## src/rtl/gate_demo_pkg.sv

```systemverilog
// Shared mode encoding and mode indicator decode for the gate demonstrator.
// Both the top level and the bench use these so the mode numbering cannot drift.
package gate_demo_pkg;

    localparam int MODE_W = 3;
    typedef logic [MODE_W-1:0] mode_t;

    localparam mode_t MODE_AND  = 3'd0;
    localparam mode_t MODE_OR   = 3'd1;
    localparam mode_t MODE_NAND = 3'd2;
    localparam mode_t MODE_NOR  = 3'd3;
    localparam mode_t MODE_XOR  = 3'd4;
    localparam mode_t MODE_XNOR = 3'd5;

    localparam int    NUM_MODES  = 6;
    localparam mode_t MODE_RESET = MODE_NOR;

    // Unused codes 6..7 decode to all-zero so a corrupted mode shows no LED.
    function automatic logic [NUM_MODES-1:0] mode_onehot(input mode_t mode);
        logic [NUM_MODES-1:0] onehot;
        onehot = '0;
        for (int i = 0; i < NUM_MODES; i++) begin
            onehot[i] = (mode == mode_t'(i));
        end
        return onehot;
    endfunction

endpackage

```

## src/rtl/debounce_filter.sv

```systemverilog
// Two-flop synchroniser followed by a stability counter; the output only
// follows the input once it has held a new level for DEBOUNCE_CYCLES clocks.
module debounce_filter #(
    parameter int DEBOUNCE_CYCLES = 1000000
) (
    input  logic clk,
    input  logic rst_n,
    input  logic async_in,
    output logic stable
);

    localparam int                CNT_W    = $clog2(DEBOUNCE_CYCLES + 1);
    localparam logic [CNT_W-1:0]  CNT_LAST = CNT_W'(DEBOUNCE_CYCLES - 1);
    localparam logic [CNT_W-1:0]  CNT_ONE  = CNT_W'(1);

    logic             sync1_reg;
    logic             sync2_reg;
    logic             stable_reg;
    logic [CNT_W-1:0] cnt_reg;

    always_ff @(posedge clk or negedge rst_n) begin
        if (!rst_n) begin
            sync1_reg  <= 1'b0;
            sync2_reg  <= 1'b0;
            stable_reg <= 1'b0;
            cnt_reg    <= '0;
        end else begin
            sync1_reg <= async_in;
            sync2_reg <= sync1_reg;
            // Any return to the accepted level restarts the count from zero.
            if (sync2_reg == stable_reg) begin
                cnt_reg <= '0;
            end else if (cnt_reg == CNT_LAST) begin
                stable_reg <= sync2_reg;
                cnt_reg    <= '0;
            end else begin
                cnt_reg <= cnt_reg + CNT_ONE;
            end
        end
    end

    assign stable = stable_reg;

endmodule

```

## src/rtl/multi_gate_demonstrator.sv

```systemverilog
// Board-level gate demo: debounced switches feed a mode-selectable reduction
// gate; a debounced push button steps through the six gate modes.
module multi_gate_demonstrator
    import gate_demo_pkg::*;
#(
    parameter int NUM_INPUTS      = 2,
    parameter int DEBOUNCE_CYCLES = 1000000
) (
    input  logic                  I_P_CLK,
    input  logic                  I_P_RST_N,
    input  logic [NUM_INPUTS-1:0] I_P_SW,
    input  logic                  I_P_BTN_MODE,
    output logic [NUM_INPUTS-1:0] O_P_LED_IN,
    output logic                  O_P_LED_GATE,
    output logic [NUM_MODES-1:0]  O_P_LED_MODE
);

    // Bit NUM_INPUTS carries the mode button; the rest are the switches.
    logic [NUM_INPUTS:0]   raw_in;
    logic [NUM_INPUTS:0]   stable_in;
    logic [NUM_INPUTS-1:0] sw_stable;
    logic                  btn_stable;

    assign raw_in = {I_P_BTN_MODE, I_P_SW};

    genvar gi;
    generate
        for (gi = 0; gi <= NUM_INPUTS; gi++) begin : gen_filter
            debounce_filter #(
                .DEBOUNCE_CYCLES(DEBOUNCE_CYCLES)
            ) u_filter (
                .clk     (I_P_CLK),
                .rst_n   (I_P_RST_N),
                .async_in(raw_in[gi]),
                .stable  (stable_in[gi])
            );
        end
    endgenerate

    assign sw_stable  = stable_in[NUM_INPUTS-1:0];
    assign btn_stable = stable_in[NUM_INPUTS];

    mode_t mode_reg;
    mode_t mode_next;
    logic  btn_dly_reg;
    logic  gate_reg;
    logic  gate_next;

    // The >= compare also folds the unreachable codes back to AND.
    always_comb begin
        mode_next = mode_reg + mode_t'(1);
        if (mode_reg >= mode_t'(NUM_MODES - 1)) begin
            mode_next = MODE_AND;
        end
    end

    always_comb begin
        gate_next = 1'b0;
        case (mode_reg)
            MODE_AND:  gate_next =   &sw_stable;
            MODE_OR:   gate_next =   |sw_stable;
            MODE_NAND: gate_next = ~(&sw_stable);
            MODE_NOR:  gate_next = ~(|sw_stable);
            MODE_XOR:  gate_next =   ^sw_stable;
            MODE_XNOR: gate_next = ~(^sw_stable);
            default:   gate_next = 1'b0;
        endcase
    end

    always_ff @(posedge I_P_CLK or negedge I_P_RST_N) begin
        if (!I_P_RST_N) begin
            mode_reg    <= MODE_RESET;
            btn_dly_reg <= 1'b0;
            gate_reg    <= 1'b1;
        end else begin
            btn_dly_reg <= btn_stable;
            if (btn_stable && !btn_dly_reg) begin
                mode_reg <= mode_next;
            end
            gate_reg <= gate_next;
        end
    end

    assign O_P_LED_IN   = sw_stable;
    assign O_P_LED_GATE = gate_reg;
    assign O_P_LED_MODE = mode_onehot(mode_reg);

endmodule

```

## config.mk

```make
export PLATFORM = sky130hd
export DESIGN_NAME = multi_gate_demonstrator
export DESIGN_NICKNAME = d
export VERILOG_FILES = /design/src/rtl/gate_demo_pkg.sv /design/src/rtl/debounce_filter.sv /design/src/rtl/multi_gate_demonstrator.sv
export SDC_FILE = /design/constraint.sdc
export NUM_CORES = 1
export LEC_CHECK = 0
export ABC_AREA = 1
export CAP_MARGIN = 15
export CORE_MARGIN = 8
export CORE_UTILIZATION = 56
export DETAILED_ROUTE_END_ITERATION = 7
export HOLD_SLACK_MARGIN = 0.12
export PLACE_DENSITY = 0.77
export SETUP_SLACK_MARGIN = 0.15
export SYNTH_ARGS = -nofsm -noshare
export SYNTH_HDL_FRONTEND = slang
export SYNTH_HIERARCHICAL = 1
export SYNTH_SLANG_ARGS = --single-unit
```

## constraint.sdc

```tcl
create_clock -name I_P_CLK -period 1.3 [get_ports I_P_CLK]
set_input_delay 0.26 -clock I_P_CLK [delete_from_list [all_inputs] [get_ports I_P_CLK]]
set_output_delay 0.26 -clock I_P_CLK [all_outputs]
set_load 0.1 [all_outputs]
```

## Word level (Yosys, flattened, before mapping)

Cells that the tools add are included.

- Register bits: 74
- Output and inout port bits: 9
- Input port bits: 5

- Muxes and demuxes: 8
- $add $sub $neg: 4
- Eq/ne operators: 11
- $lt $le $gt $ge: 1
- Reduce and logical (&&, ||, !) cells: 9
- Bitwise logic cells: 6

Operators by type and width:

| cell | number |
|---|---|
| $mux W20 | 6 |
| $add A20 B1 Y20 const B | 3 |
| $eq A20 B20 Y1 const B | 3 |
| $reduce_and A2 Y1 | 4 |
| $eq A3 B2 Y1 const B | 2 |
| $eq A3 B3 Y1 const B | 2 |
| $not A1 Y1 | 6 |
| $pmux W1 S6 | 1 |
| $add A3 B1 Y3 const B | 1 |
| $eq A1 B1 Y1 | 3 |
| $eq A3 B1 Y1 const B | 1 |
| $ge A3 B3 Y1 const B | 1 |
| $logic_not A3 Y1 | 1 |
| $mux W3 | 1 |
| $reduce_or A2 Y1 | 1 |
| $reduce_xor A2 Y1 | 1 |
| $logic_and A1 B1 Y1 | 1 |
| $logic_not A1 Y1 | 1 |

## Depth between registers and ports, before layout

- Depth in word-level cells: 3
- Gate-level depth with buffers: 9

## Hierarchy

Netlist, hierarchy kept.

By module, submodules not included:

| module | cells an instance | area each (um^2) | seq. area each (um^2) | times used |
|---|---|---|---|---|
| debounce_filter | 161 | 1335.0 | 575.6 | 3 |
| multi_gate_demonstrator | 60 | 429.2 | 128.9 | 1 |

## Least setup slack after synthesis

Ideal clock, no wire load.

- Kind: register to output
- From: register mode_reg[1]
- To: output port O_P_LED_MODE[2]
- Buffers on the path: 0
- Arrival: 1.998 ns
- Cell stages (with the launch flop): 4
- Setup slack: -0.958 ns
- Required time: 1.040 ns
- Cells stage by stage: dfstp_2 -> ha_1 -> inv_1 -> nor2_1

- Word-level cells in the longest chain between the ends: 1

Ends and longest elaborated chain:

| item | RTL line | RTL |
|---|---|---|
| start: declaration | multi_gate_demonstrator.sv:43 | `mode_t mode_reg;` |
| start signal: assignment | multi_gate_demonstrator.sv:78 | `mode_reg <= mode_next;` |
| $eq A3 B2 Y1 | gate_demo_pkg.sv:23 | `onehot[i] = (mode == mode_t'(i));` |
| end: declaration | multi_gate_demonstrator.sv:15 | `output logic [NUM_MODES-1:0] O_P_LED_MODE` |

No other way between the ends.

## Worst setup path in the final report

- From: register mode_reg[0]
- To: output port O_P_LED_MODE[4]

- Word-level cells in the longest chain between the ends: 1

Ends and longest elaborated chain:

| item | RTL line |
|---|---|
| $eq A3 B3 Y1 | gate_demo_pkg.sv:23 |

No other way between the ends.

==> results.py <==
metrics = {
    "outcome": {
        "status": "finished, violations left",
        "failed_checks": "setup timing",
    },
    "clock_network": {
        "tritoncts": "done",
        "path_clk_slew_ns": 0.08,
        "cts-root-buf": "clkbuf_8",
        "numCtsBuffers": 9,
        "clock-sinks": 74,
        "h-tree-depth": 3,
        "clk-insertion-delay-late_ns": 0.35,
        "clk_path_buf_depth": 2,
    },
    "placed_design": {
        "gp_congestion": 0.891,
        "numPortBuffers": 13,
        "pre_cts_ws_ns": -0.127,
        "placed_cells": 678,
        "dpl.hpwl_um": 6690,
    },
    "logic_synthesis": {
        "synthCells": 543,
        "synth-xor-area-share": 0.0643,
        "syn_nets": 558,
        "post_synth.cell_area_avg_um2": 8.17,
        "synthAdderAreaFrac": 0.0282,
        "seq_area_frac_synth": 0.418,
        "synth_warnings": 6,
        "syn_area_um2": 4430,
        "ys_ff_latch": 74,
        "synthSimpleGateAreaFrac": 0.409,
        "muxShareOfSynthArea": 0,
        "synth_top_family_by_area": "simple AND/OR/NAND/NOR gates",
        "synth_cell_types": 26,
        "synth_compound_area_frac": 0.0237,
    },
    "global_route": {
        "grt_pass1_vias": 4183,
        "grt_antenna_before_repair": 0,
        "grt_pass1_wl_um": 19300,
        "grt-ovfl-total": 0,
        "track_usage": 0.211,
        "grt_start_max_net_pins": 35,
    },
    "finish": {
        "syn2layout_area_growth_pct": 47.4,
        "nets": 655,
        "drive_gt1_frac": 0.527,
        "antenna_cells": 0,
        "largest_reg_flops": 60,
        "final_cells": 747,
        "final_cell_mix": "78 x nor2_1, 67 x nand2_1, 50 x dfrtp_1, 44 x inv_1, 43 x nor2_4",
        "final_common_cell": "nor2_1",
    },
    "sta": {
        "final_hold_viol_count": 0,
        "post-route-period-util": 1.35,
        "hold-worst-slack_ns": 0.317,
        "slew_violations": 0,
        "period_minus_slack_ns": 1.76,
        "rsz0062_at_grt": "yes",
        "clock_skew_ns": 0.0102,
        "setup_violations": 58,
        "setup_ws_ns": -0.460,
        "timing.fmax_mhz": 568,
        "relSlewSlack": 0.818,
        "tightest_slew_ns": 0.271,
    },
    "floorplanning": {
        "die_area_um2": 11000,
        "start_util": 0.577,
        "num_io_pins": 14,
        "coreArea_um2": 7690,
        "die_h_um": 105,
        "die_width_um": 105,
        "rows": 32,
    },
    "critical_path": {
        "r2r_end": "gen_filter[1].u_filter/cnt_reg[18]",
        "cp.arrival_ns": 1.50,
        "worst_setup_path_start_kind": "flop",
        "max_stage_delay_ns": 0.60,
        "r2r_slack_ns": -0.16,
        "rr_startpoint": "gen_filter[1].u_filter/cnt_reg[1]",
        "cpMaxStageDelayCell": "dfstp_2",
        "timing_worst_setup_path_type": "flop to output port",
        "setup.worst_path.start": "mode_reg[0]",
        "cp_num_buf_inv": 3,
        "worst_setup_path_end_kind": "output port",
        "path_cells": "inv_4 > ha_4 > nand2_4 > clkinvlp_4 > buf_12",
        "cp_top_family": "flip-flops",
        "rr_worst_depth": 9,
        "worstPathMaxFanout": 4,
        "crit_required_ns": 1.04,
    },
    "run": {
        "drv_cap": 0,
    },
    "power": {
        "p_leak_nw": 2.74,
        "power.density_nw_per_um2": 731,
        "power.total_w": 0.00478,
        "irDropWorstVdd_mv": 0.768,
    },
    "route": {
        "ant_nets": 0,
        "drt-initial-drc-count": 207,
        "drc": 0,
        "vias": 4087,
        "routed_via_density": 5.47,
        "drtPass1Iterations": 6,
        "routed_wl_um": 12300,
        "routedWlPerCell_um": 16.4,
    },
    "hold_path": {
        "hold_class": "primary input to async pin",
    },
}
what timing repair did:
item	in CTS	in global routing
pin swaps	71	46
gates resized for setup	97	90
hold buffers	1	0
cloned	1	0
buffers inserted	35	16
setup endpoints to repair	72	75
hold endpoints to repair	72	0
worst max path at each step:
stage	slack [ns]	end	cells after the start
6_report	-0.46	O_P_LED_MODE[4]	5
5_1_grt	-0.51	O_P_LED_MODE[4]	5
4_1_cts	-0.48	O_P_LED_MODE[4]	5
3_5_place_dp	-0.13	O_P_LED_MODE[5]	5
3_3_place_gp	-0.11	O_P_LED_MODE[5]	5
2_1_floorplan	-0.26	O_P_LED_GATE	7
power breakdown:
group	switching [W]	total, W	internal [W]
Sequential	0.0000404	0.00237	0.00233
Clock	0.000940	0.00204	0.00110
Combinational	0.000198	0.000367	0.000169
Total	0.00118	0.00478	0.00360
area by class of cell:
type / instances / area, µm²
multi-input combinational: 404 / 3090
sequential: 74 / 1890
fill: 370 / 1150
timing repair buffer: 86 / 932
inverter: 64 / 268
tap: 102 / 128
clock buffer: 9 / 124
clock inverter: 7 / 98.8
timing repair inverter: 1 / 7.51
cell usage after synthesis:
cell type	n	share of area
a21oi_1	6	0.0068
buf_6	1	0.0025
dfrtp_1	71	0.40
dfstp_2	3	0.018
ha_1	10	0.028
inv_1	56	0.047
inv_2	8	0.0068
nand2_1	83	0.070
nand2_2	27	0.038
nand2_4	6	0.015
nand3_1	36	0.041
nand3_2	7	0.016
nand3b_1	3	0.0051
nand4_1	12	0.017
nor2_1	113	0.096
nor2_2	18	0.025
nor2_4	20	0.051
nor3_1	6	0.0068
nor3_2	3	0.0068
nor3b_2	6	0.017
o21ai_0	3	0.0034
o21ai_1	12	0.014
or2_2	3	0.0042
xnor2_1	6	0.012
xor2_1	21	0.041
xor2_2	3	0.011
stage by stage:
stage / TNS (ns) / instance area (µm²) / util
after CTS: -3.84 / 6050 / 0.787
after floorplan: -1.26 / 4610 / -
after global placement: -0.414 / 5120 / 0.666
after global routing: -9.76 / 6540 / 0.850
after detailed placement: -1.14 / 5120 / 0.666
final: -5.56 / 6540 / 0.850
logic make-up (layout without fill, tap and decap cells):
family	after synthesis	in the layout
xor+xnor	30	30
flops	74	74
fa+ha+maj	10	10
buf+inv	65	167
compound gates	21	21
simple gates	343	343
per-layer routing:
metal	share of wire	wire (µm)	track usage	up-vias
met5	0	0	0	-
met4	0.021	253	0.0866	0
met3	0.048	594	0.0399	30
met2	0.53	6530	0.376	161
met1	0.40	4900	0.241	2002
li1	-	-	-	1894
worst reg2reg max path, delay by kind of cell (launching register included):
kind          cells  cell delay (ns)
flops             1             0.41
fa+ha+maj         1             0.20
simple gates      8             0.76
(Power assumes the default switching activity.)
